File: config.mk
export PLATFORM = sky130hd
export DESIGN_NAME = i2s_serial_out
export DESIGN_NICKNAME = d
export VERILOG_FILES = /design/src/rtl/i2s_pkg.sv /design/src/rtl/i2s_bclk_gen.sv /design/src/rtl/i2s_serial_out.sv
export SDC_FILE = /design/constraint.sdc
export NUM_CORES = 1
export LEC_CHECK = 0
export CAP_MARGIN = 15
export CORE_ASPECT_RATIO = 1.5
export CORE_MARGIN = 5
export CORE_UTILIZATION = 30
export CTS_BUF_LIST = sky130_fd_sc_hd__clkbuf_8
export DETAILED_ROUTE_END_ITERATION = 8
export SETUP_SLACK_MARGIN = 0.3
export SLEW_MARGIN = 10
export SYNTH_ARGS = -nofsm -noshare
export SYNTH_HDL_FRONTEND = slang
export SYNTH_HIERARCHICAL = 1
export SYNTH_SLANG_ARGS = --single-unit
File: constraint.sdc
create_clock -name clk -period 1.8 [get_ports clk]
set_input_delay 0.27 -clock clk [delete_from_list [all_inputs] [get_ports clk]]
set_output_delay 0.27 -clock clk [all_outputs]
set_load 0.01 [all_outputs]
File: src/rtl/i2s_pkg.sv
// rtl/i2s_pkg.sv - shared I2S types, channel constants and default sizes
package i2s_pkg;

  typedef enum logic [1:0] {IDLE, START, RUN, DRAIN} i2s_state_e;

  localparam logic I2S_LEFT  = 1'b0;
  localparam logic I2S_RIGHT = 1'b1;

  localparam int I2S_CLK_DIV  = 4;
  localparam int I2S_SAMPLE_W = 16;
  localparam int I2S_SLOT_W   = 16;

endpackage

File: src/rtl/i2s_bclk_gen.sv
// rtl/i2s_bclk_gen.sv - bit clock divider with single-cycle rise/fall strobes
module i2s_bclk_gen
  import i2s_pkg::*;
#(
  parameter int CLK_DIV = I2S_CLK_DIV
) (
  input  logic clk,
  input  logic rst_n,
  input  logic clear,
  output logic bclk,
  output logic rise,
  output logic fall
);

  localparam int DIV_W = $clog2(CLK_DIV);
  localparam logic [DIV_W-1:0] DIV_LAST = DIV_W'(CLK_DIV - 1);

  logic [DIV_W-1:0] div_cnt;
  logic             wrap;

  // Strobes mark the clk edge on which bclk is about to change.
  assign wrap = !clear && (div_cnt == DIV_LAST);
  assign rise = wrap && !bclk;
  assign fall = wrap && bclk;

  always_ff @(posedge clk) begin
    if (!rst_n || clear) begin
      div_cnt <= '0;
      bclk    <= 1'b0;
    end else if (wrap) begin
      div_cnt <= '0;
      bclk    <= !bclk;
    end else begin
      div_cnt <= div_cnt + 1'b1;
    end
  end

endmodule

File: src/rtl/i2s_serial_out.sv
// rtl/i2s_serial_out.sv - Philips I2S transmitter: sample requests, framing FSM, serializer
module i2s_serial_out
  import i2s_pkg::*;
#(
  parameter int CLK_DIV  = I2S_CLK_DIV,
  parameter int SAMPLE_W = I2S_SAMPLE_W,
  parameter int SLOT_W   = I2S_SLOT_W,
  parameter bit MONO     = 1'b0
) (
  input  logic                clk,
  input  logic                rst_n,
  input  logic                enable,
  input  logic [SAMPLE_W-1:0] sample_data,
  output logic                sample_req,
  output logic                bclk,
  output logic                lrclk,
  output logic                sdata,
  output logic                busy
);

  localparam int BIT_W   = $clog2(SLOT_W);
  localparam int START_W = $clog2(2 * CLK_DIV);
  localparam logic [BIT_W-1:0]   BIT_LAST   = BIT_W'(SLOT_W - 1);
  localparam logic [BIT_W-1:0]   BIT_PENULT = BIT_W'(SLOT_W - 2);
  localparam logic [START_W-1:0] START_LAST = START_W'(2 * CLK_DIV - 1);

  i2s_state_e          state;
  logic [BIT_W-1:0]    bit_cnt;
  logic [START_W-1:0]  start_cnt;
  logic [SLOT_W-1:0]   shreg;
  logic [SLOT_W-1:0]   load_word;
  logic [SAMPLE_W-1:0] held;
  logic [SAMPLE_W-1:0] load_sample;
  logic                div_clear;
  logic                bclk_fall;
  logic                bclk_rise_unused;

  assign div_clear = (state == IDLE) || (state == START);

  i2s_bclk_gen #(.CLK_DIV(CLK_DIV)) u_bclk_gen (
    .clk   (clk),
    .rst_n (rst_n),
    .clear (div_clear),
    .bclk  (bclk),
    .rise  (bclk_rise_unused),
    .fall  (bclk_fall)
  );

  // Mono replays the left sample into the right slot; padding sits below the sample.
  always_comb begin
    load_sample = (MONO && (lrclk == I2S_RIGHT)) ? held : sample_data;
    load_word = '0;
    load_word[SLOT_W-1 -: SAMPLE_W] = load_sample;
  end

  // shreg holds the bits still to follow the one currently on sdata.
  always_ff @(posedge clk) begin
    if (!rst_n) begin
      state      <= IDLE;
      bit_cnt    <= '0;
      start_cnt  <= '0;
      shreg      <= '0;
      held       <= '0;
      sample_req <= 1'b0;
      lrclk      <= 1'b0;
      sdata      <= 1'b0;
      busy       <= 1'b0;
    end else begin
      sample_req <= 1'b0;
      case (state)
        IDLE: begin
          if (enable) begin
            sample_req <= 1'b1;
            busy       <= 1'b1;
            start_cnt  <= '0;
            state      <= START;
          end
        end
        START: begin
          if (start_cnt == START_LAST) begin
            shreg   <= load_word << 1;
            sdata   <= load_word[SLOT_W-1];
            held    <= sample_data;
            bit_cnt <= '0;
            state   <= RUN;
          end else begin
            start_cnt <= start_cnt + 1'b1;
          end
        end
        RUN, DRAIN: begin
          if ((state == RUN) && !enable) state <= DRAIN;
          if (bclk_fall) begin
            if (bit_cnt == BIT_LAST) begin
              if ((state == DRAIN) && (lrclk == I2S_LEFT)) begin
                state   <= IDLE;
                busy    <= 1'b0;
                sdata   <= 1'b0;
                shreg   <= '0;
                bit_cnt <= '0;
              end else begin
                shreg   <= load_word << 1;
                sdata   <= load_word[SLOT_W-1];
                bit_cnt <= '0;
                if (lrclk == I2S_LEFT) held <= sample_data;
              end
            end else begin
              bit_cnt <= bit_cnt + 1'b1;
              shreg   <= shreg << 1;
              sdata   <= shreg[SLOT_W-1];
              // lrclk leads the next slot's MSB by one bclk.
              if (bit_cnt == BIT_PENULT) begin
                lrclk      <= !lrclk;
                sample_req <= (state == RUN) && enable && (!MONO || (lrclk == I2S_RIGHT));
              end
            end
          end
        end
        default: state <= IDLE;
      endcase
    end
  end

endmodule

=== Yosys cells after proc, flatten, opt, wreduce, memory -nomap -nowiden ===
Cells that the tools add are included.

* Register bits: 32
* Bits in latches: 0
* RAM bits: 0
* Memory bits (read-only): 0
* Input port bits: 19
* Output and inout bits: 5
* Word-level logic and storage cells: 85
* Memories: 0

* Add/subtract/negate cells: 3
* $mul: 0
* Divide/modulo/power cells: 0
* Order comparisons: 0
* Eq/ne operators: 13
* Shift operators: 0
* Muxes and demuxes: 34
* Bitwise gates (word level): 2
* Reductions and logical operators: 23

{| class="wikitable"
|+ Operators with widths
! cell !! number
|-
| 16-bit two-way mux || 4
|-
| 16-bit case mux with 2 select lines || 1
|-
| 1-bit two-way mux || 12
|-
| 2-bit two-way mux || 6
|-
| 4-bit two-way mux || 3
|-
| 2-bit != test (second input constant) || 5
|-
| 4-bit == test (second input constant) || 2
|-
| 4-bit case mux with 2 select lines || 1
|-
| 2-bit == test (second input constant) || 3
|-
| 3-bit two-way mux || 2
|-
| 1-bit case mux with 2 select lines || 3
|-
| 2-bit case mux with 3 select lines || 1
|-
| 3-bit case mux with 2 select lines || 1
|-
| 3-bit AND reduction || 2
|-
| 2-bit nonzero test || 3
|-
| 1-bit logical AND || 5
|-
| 1-bit logical NOT || 5
|-
| 5-bit AND reduction || 1
|-
| 4-bit by 1-bit adder with 4-bit output (second input constant) || 1
|-
| 4-bit AND reduction || 1
|-
| 2-bit OR reduction || 2
|-
| 3-bit by 1-bit adder with 3-bit output (second input constant) || 1
|-
| 3-bit == test (second input constant) || 1
|-
| 2-bit by 1-bit adder with 2-bit output (second input constant) || 1
|-
| other kinds (6) || 8
|}

=== Logic depth before layout (Yosys ltp) ===
* Word-level depth: 7
* Gate-level depth with buffers: 8
* Mapped depth without buffers: 5

=== By module ===
Netlist, hierarchy kept.

{| class="wikitable"
|+ Modules (own cells, without submodules)
! module !! times used !! cells an instance !! area an instance (um^2) !! seq. area each (um^2)
|-
| i2s_serial_out || 1 || 182 || 1579.0 || 560.5
|-
| i2s_bclk_gen || 1 || 11 || 128.9 || 60.1
|}

=== Worst setup path before layout ===
Ideal clock, no wire load.

* Kind: reg2reg
* Start point: register u_bclk_gen.div_cnt[0]
* End point: register shreg[10]
* Setup time: 0.088 ns
* Data arrival time: 1.715 ns
* Required time: 1.712 ns
* Slack: -0.003 ns
* Cell stages (with the launch flop): 9
* Path buffers: 3
* Clock period less this slack: 1.803 ns
* Path through: dfxtp_1 -> ha_1 -> and3b_2 -> and2_1 -> buf_2 -> or2_1 -> buf_6 -> buf_6 -> a311oi_2

* Cells in the longest elaborated chain, start to end: 5

{| class="wikitable"
|+ RTL lines
! what !! RTL line !! source
|-
| start: declaration || i2s_bclk_gen.sv:18 || <nowiki>logic [DIV_W-1:0] div_cnt;</nowiki>
|-
| start signal: assignment || i2s_bclk_gen.sv:34 || <nowiki>div_cnt <= div_cnt + 1'b1;</nowiki>
|-
| 2-bit == test || i2s_bclk_gen.sv:22 || <nowiki>assign wrap = !clear && (div_cnt == DIV_LAST);</nowiki>
|-
| 1-bit logical AND || i2s_bclk_gen.sv:22 ||
|-
| 1-bit logical AND || i2s_bclk_gen.sv:24 || <nowiki>assign fall = wrap && bclk;</nowiki>
|-
| named net bclk_fall || i2s_serial_out.sv:35 || <nowiki>logic bclk_fall;</nowiki>
|-
| 2-bit != test (no line) || n/a ||
|-
| 3-bit AND reduction (no line) || n/a ||
|-
| end signal: assignment || i2s_serial_out.sv:81 || <nowiki>shreg <= load_word << 1;</nowiki>
|-
| end signal: assignment || i2s_serial_out.sv:101 || <nowiki>shreg <= load_word << 1;</nowiki>
|-
| end signal: assignment || i2s_serial_out.sv:108 || <nowiki>shreg <= shreg << 1;</nowiki>
|-
| end: declaration || i2s_serial_out.sv:30 || <nowiki>logic [SLOT_W-1:0] shreg;</nowiki>
|}

The timed path passes the listed nets, and every way through them passes these cells.
A chain may end at the register's enable or synchronous reset.

=== Worst setup path after layout ===
* Start point: register u_bclk_gen.div_cnt[0]
* End point: register shreg[5]

The elaborated chain is that of the path after synthesis.

==> flow_summary.yaml <==
outcome:
  outcome: "finished clean"
critical_path:
  cp.arrival_ns: 1.78
  critical_path_class: "flip-flop to flip-flop"
  path_cells: "ha_4 -> and3b_2 -> and2_4 -> or2_4 -> clkbuf_16 -> a311oi_2"
  worst_path_largest_cell_delay_ns: 0.34
  path_max_fanout: 4
  reg2reg_to: "shreg[5]"
  start_kind: "flip-flop"
  cp-end-kind: "flip-flop"
  critPathCapture: "shreg[5]"
  r2r_setup_slack_ns: 0.21
  slowest_stage: "dfxtp_2"
  rr_worst_depth: 6
  worst_ep_required_time_ns: 1.99
  r2r-start: "u_bclk_gen/div_cnt[0]"
  startpoint: "u_bclk_gen/div_cnt[0]"
die:
  die_x_um: 71.5
  io_pins: 24
  core_area_sq_um: 5490
  placementRows: 33
  dieHeight_um: 102
  start_util_pct: 31.0
  die_area_sq_um: 7300
timing:
  hold_slack_ns: 0.436
  slew_headroom_pct: 72.1
  grt_setup_unrepaired: "true"
  tightest_slew_ns: 0.418
  max_freq_ghz: 0.628
  fin_setup_tns_ns: 0
  fin_crit_ns: 1.59
  slew_viol_final: 0
  clock_skew_ns: 0.00321
  final-setup-viol-count: 0
  hold_viol_final: 0
  period_share_pct: 88.4
  layout_setup_ws_ns: 0.208
run:
  cap_viol_max_count: 0
power:
  ir_worst_vdd_v: 0.000347
  power_density_nw_per_um2: 647
  leakagePower_uw: 0.000853
final_layout:
  layout_commonest_cell: "dfxtp_1"
  area_growth_pct: 40.1
  nets: 248
  layout_common_cells: "26 x dfxtp_1, 21 x clkdlybuf4s50_1, 17 x nand3_1, 17 x nor3_1"
  drive_gt1_share_pct: 28.9
  diodes: 0
  nFillCells: 548
detailed_routing:
  wire_per_inst_um: 15.1
  drtPass1Iterations: 4
  drtAntennaViolNets: 0
  wl_um: 4460
  vias: 1602
  drtIter0Drc: 166
  routed_via_density: 5.43
  drc: 0
cts:
  holdBufCountCts: 0
  clock-sinks: 31
  cts.path.max_buffers: 2
  clkLatencyLatePin_ns: 0.28
  clk_pin_slew_ns: 0.07
  cts_made_buffers: 5
  h-tree-depth: 2
  cts_tree: "built"
  cts-root-buf: "clkbuf_8"
global_route:
  antenna_found_initial: 0
  grt.overflow.total: 0
  grt_pass1_wl_um: 7470
  grt_max_degree: 27
  grt_usage_pct: 13.0
  grt_pass1_vias: 1642
placed_design:
  portBuffers: 23
  place_hpwl_um: 2930
  place.gp.congestion: 0.883
  place_ws_ns: 0.130
yosys:
  syn-num-nets: 216
  syn_avg_cell_area_sq_um: 8.86
  synth_area_sq_um: 1700
  yosys_warnings: 6
  synthCells: 192
min_path:
  worst_hold_path_type: "flip-flop to flip-flop"
==> area by class of cell <==
cell class              instances  area [sq um]  area share, %
clock buffers                   6          82.6           3.47
repair buffers                 43           452           19.0
multi-input cells             140          1080           45.5
well taps                      70          87.6           3.68
flip-flops and latches         31           629           26.4
inverters                       3          11.3          0.473
clock inverters                 2          35.0           1.47
==> how the worst min path moves through the flow <==
stage / start / endpoint / depth (start not counted)
after global placement: u_bclk_gen/div_cnt[0] / u_bclk_gen/div_cnt[0] / 1
after detailed placement: u_bclk_gen/div_cnt[0] / u_bclk_gen/div_cnt[0] / 1
after CTS: u_bclk_gen/div_cnt[0] / u_bclk_gen/div_cnt[0] / 1
final: u_bclk_gen/div_cnt[0] / u_bclk_gen/div_cnt[0] / 1
after floorplan: rst_n / u_bclk_gen/div_cnt[0] / 2
after global routing: u_bclk_gen/div_cnt[0] / u_bclk_gen/div_cnt[0] / 1
==> state kept, by name, indices dropped and copies added (netlist names) <==
signal              flops
sample_req              1
lrclk                   1
bit_cnt                 4
state                   2
sdata                   1
u_bclk_gen/bclk         1
start_cnt               3
shreg                  15
busy                    1
u_bclk_gen/div_cnt      2
==> power breakdown <==
part	switching (uW)	internal, uW	total (uW)	leakage, uW
Sequential	7.30	692	700	0.000253
Combinational	57.8	74.3	132	0.000538
Clock	263	448	710	0.0000612
Total	328	1210	1540	0.000853
==> routing by layer <==
| metal | vias up | GRT usage, % | wire, um |
|---|---|---|---|
| li1 | 790 | - | - |
| met1 | 775 | 15.0 | 1870 |
| met2 | 29 | 21.4 | 2300 |
| met3 | 8 | 3.44 | 174 |
| met4 | 0 | 7.38 | 104 |
| met5 | - | 0 | 0 |
==> stage by stage <==
stage	std cells	total power, uW	util (%)	instance area (sq um)
after CTS	293	1560	41.6	2280
final	295	1540	43.4	2380
after global routing	295	1600	43.4	2380
after detailed placement	280	839	37.3	2050
after floorplan	192	772	-	1740
after global placement	280	839	37.3	2050
==> critical path: cells and delay by family, from the launching register on <==
kind | cells | cell delay (ns)
compound gates | 1 | 0.19
fa+ha+maj | 1 | 0.15
buf+inv | 1 | 0.17
flops | 1 | 0.34
simple gates | 3 | 0.65
==> what timing repair did <==
action,4_1_cts,5_1_grt
setup buffers,4,1
pin swaps,3,13
gates resized for setup,14,14
setup endpoints to repair,19,25
gates cloned,1,1
No activity file was read; power rests on OpenSTA's default activity.
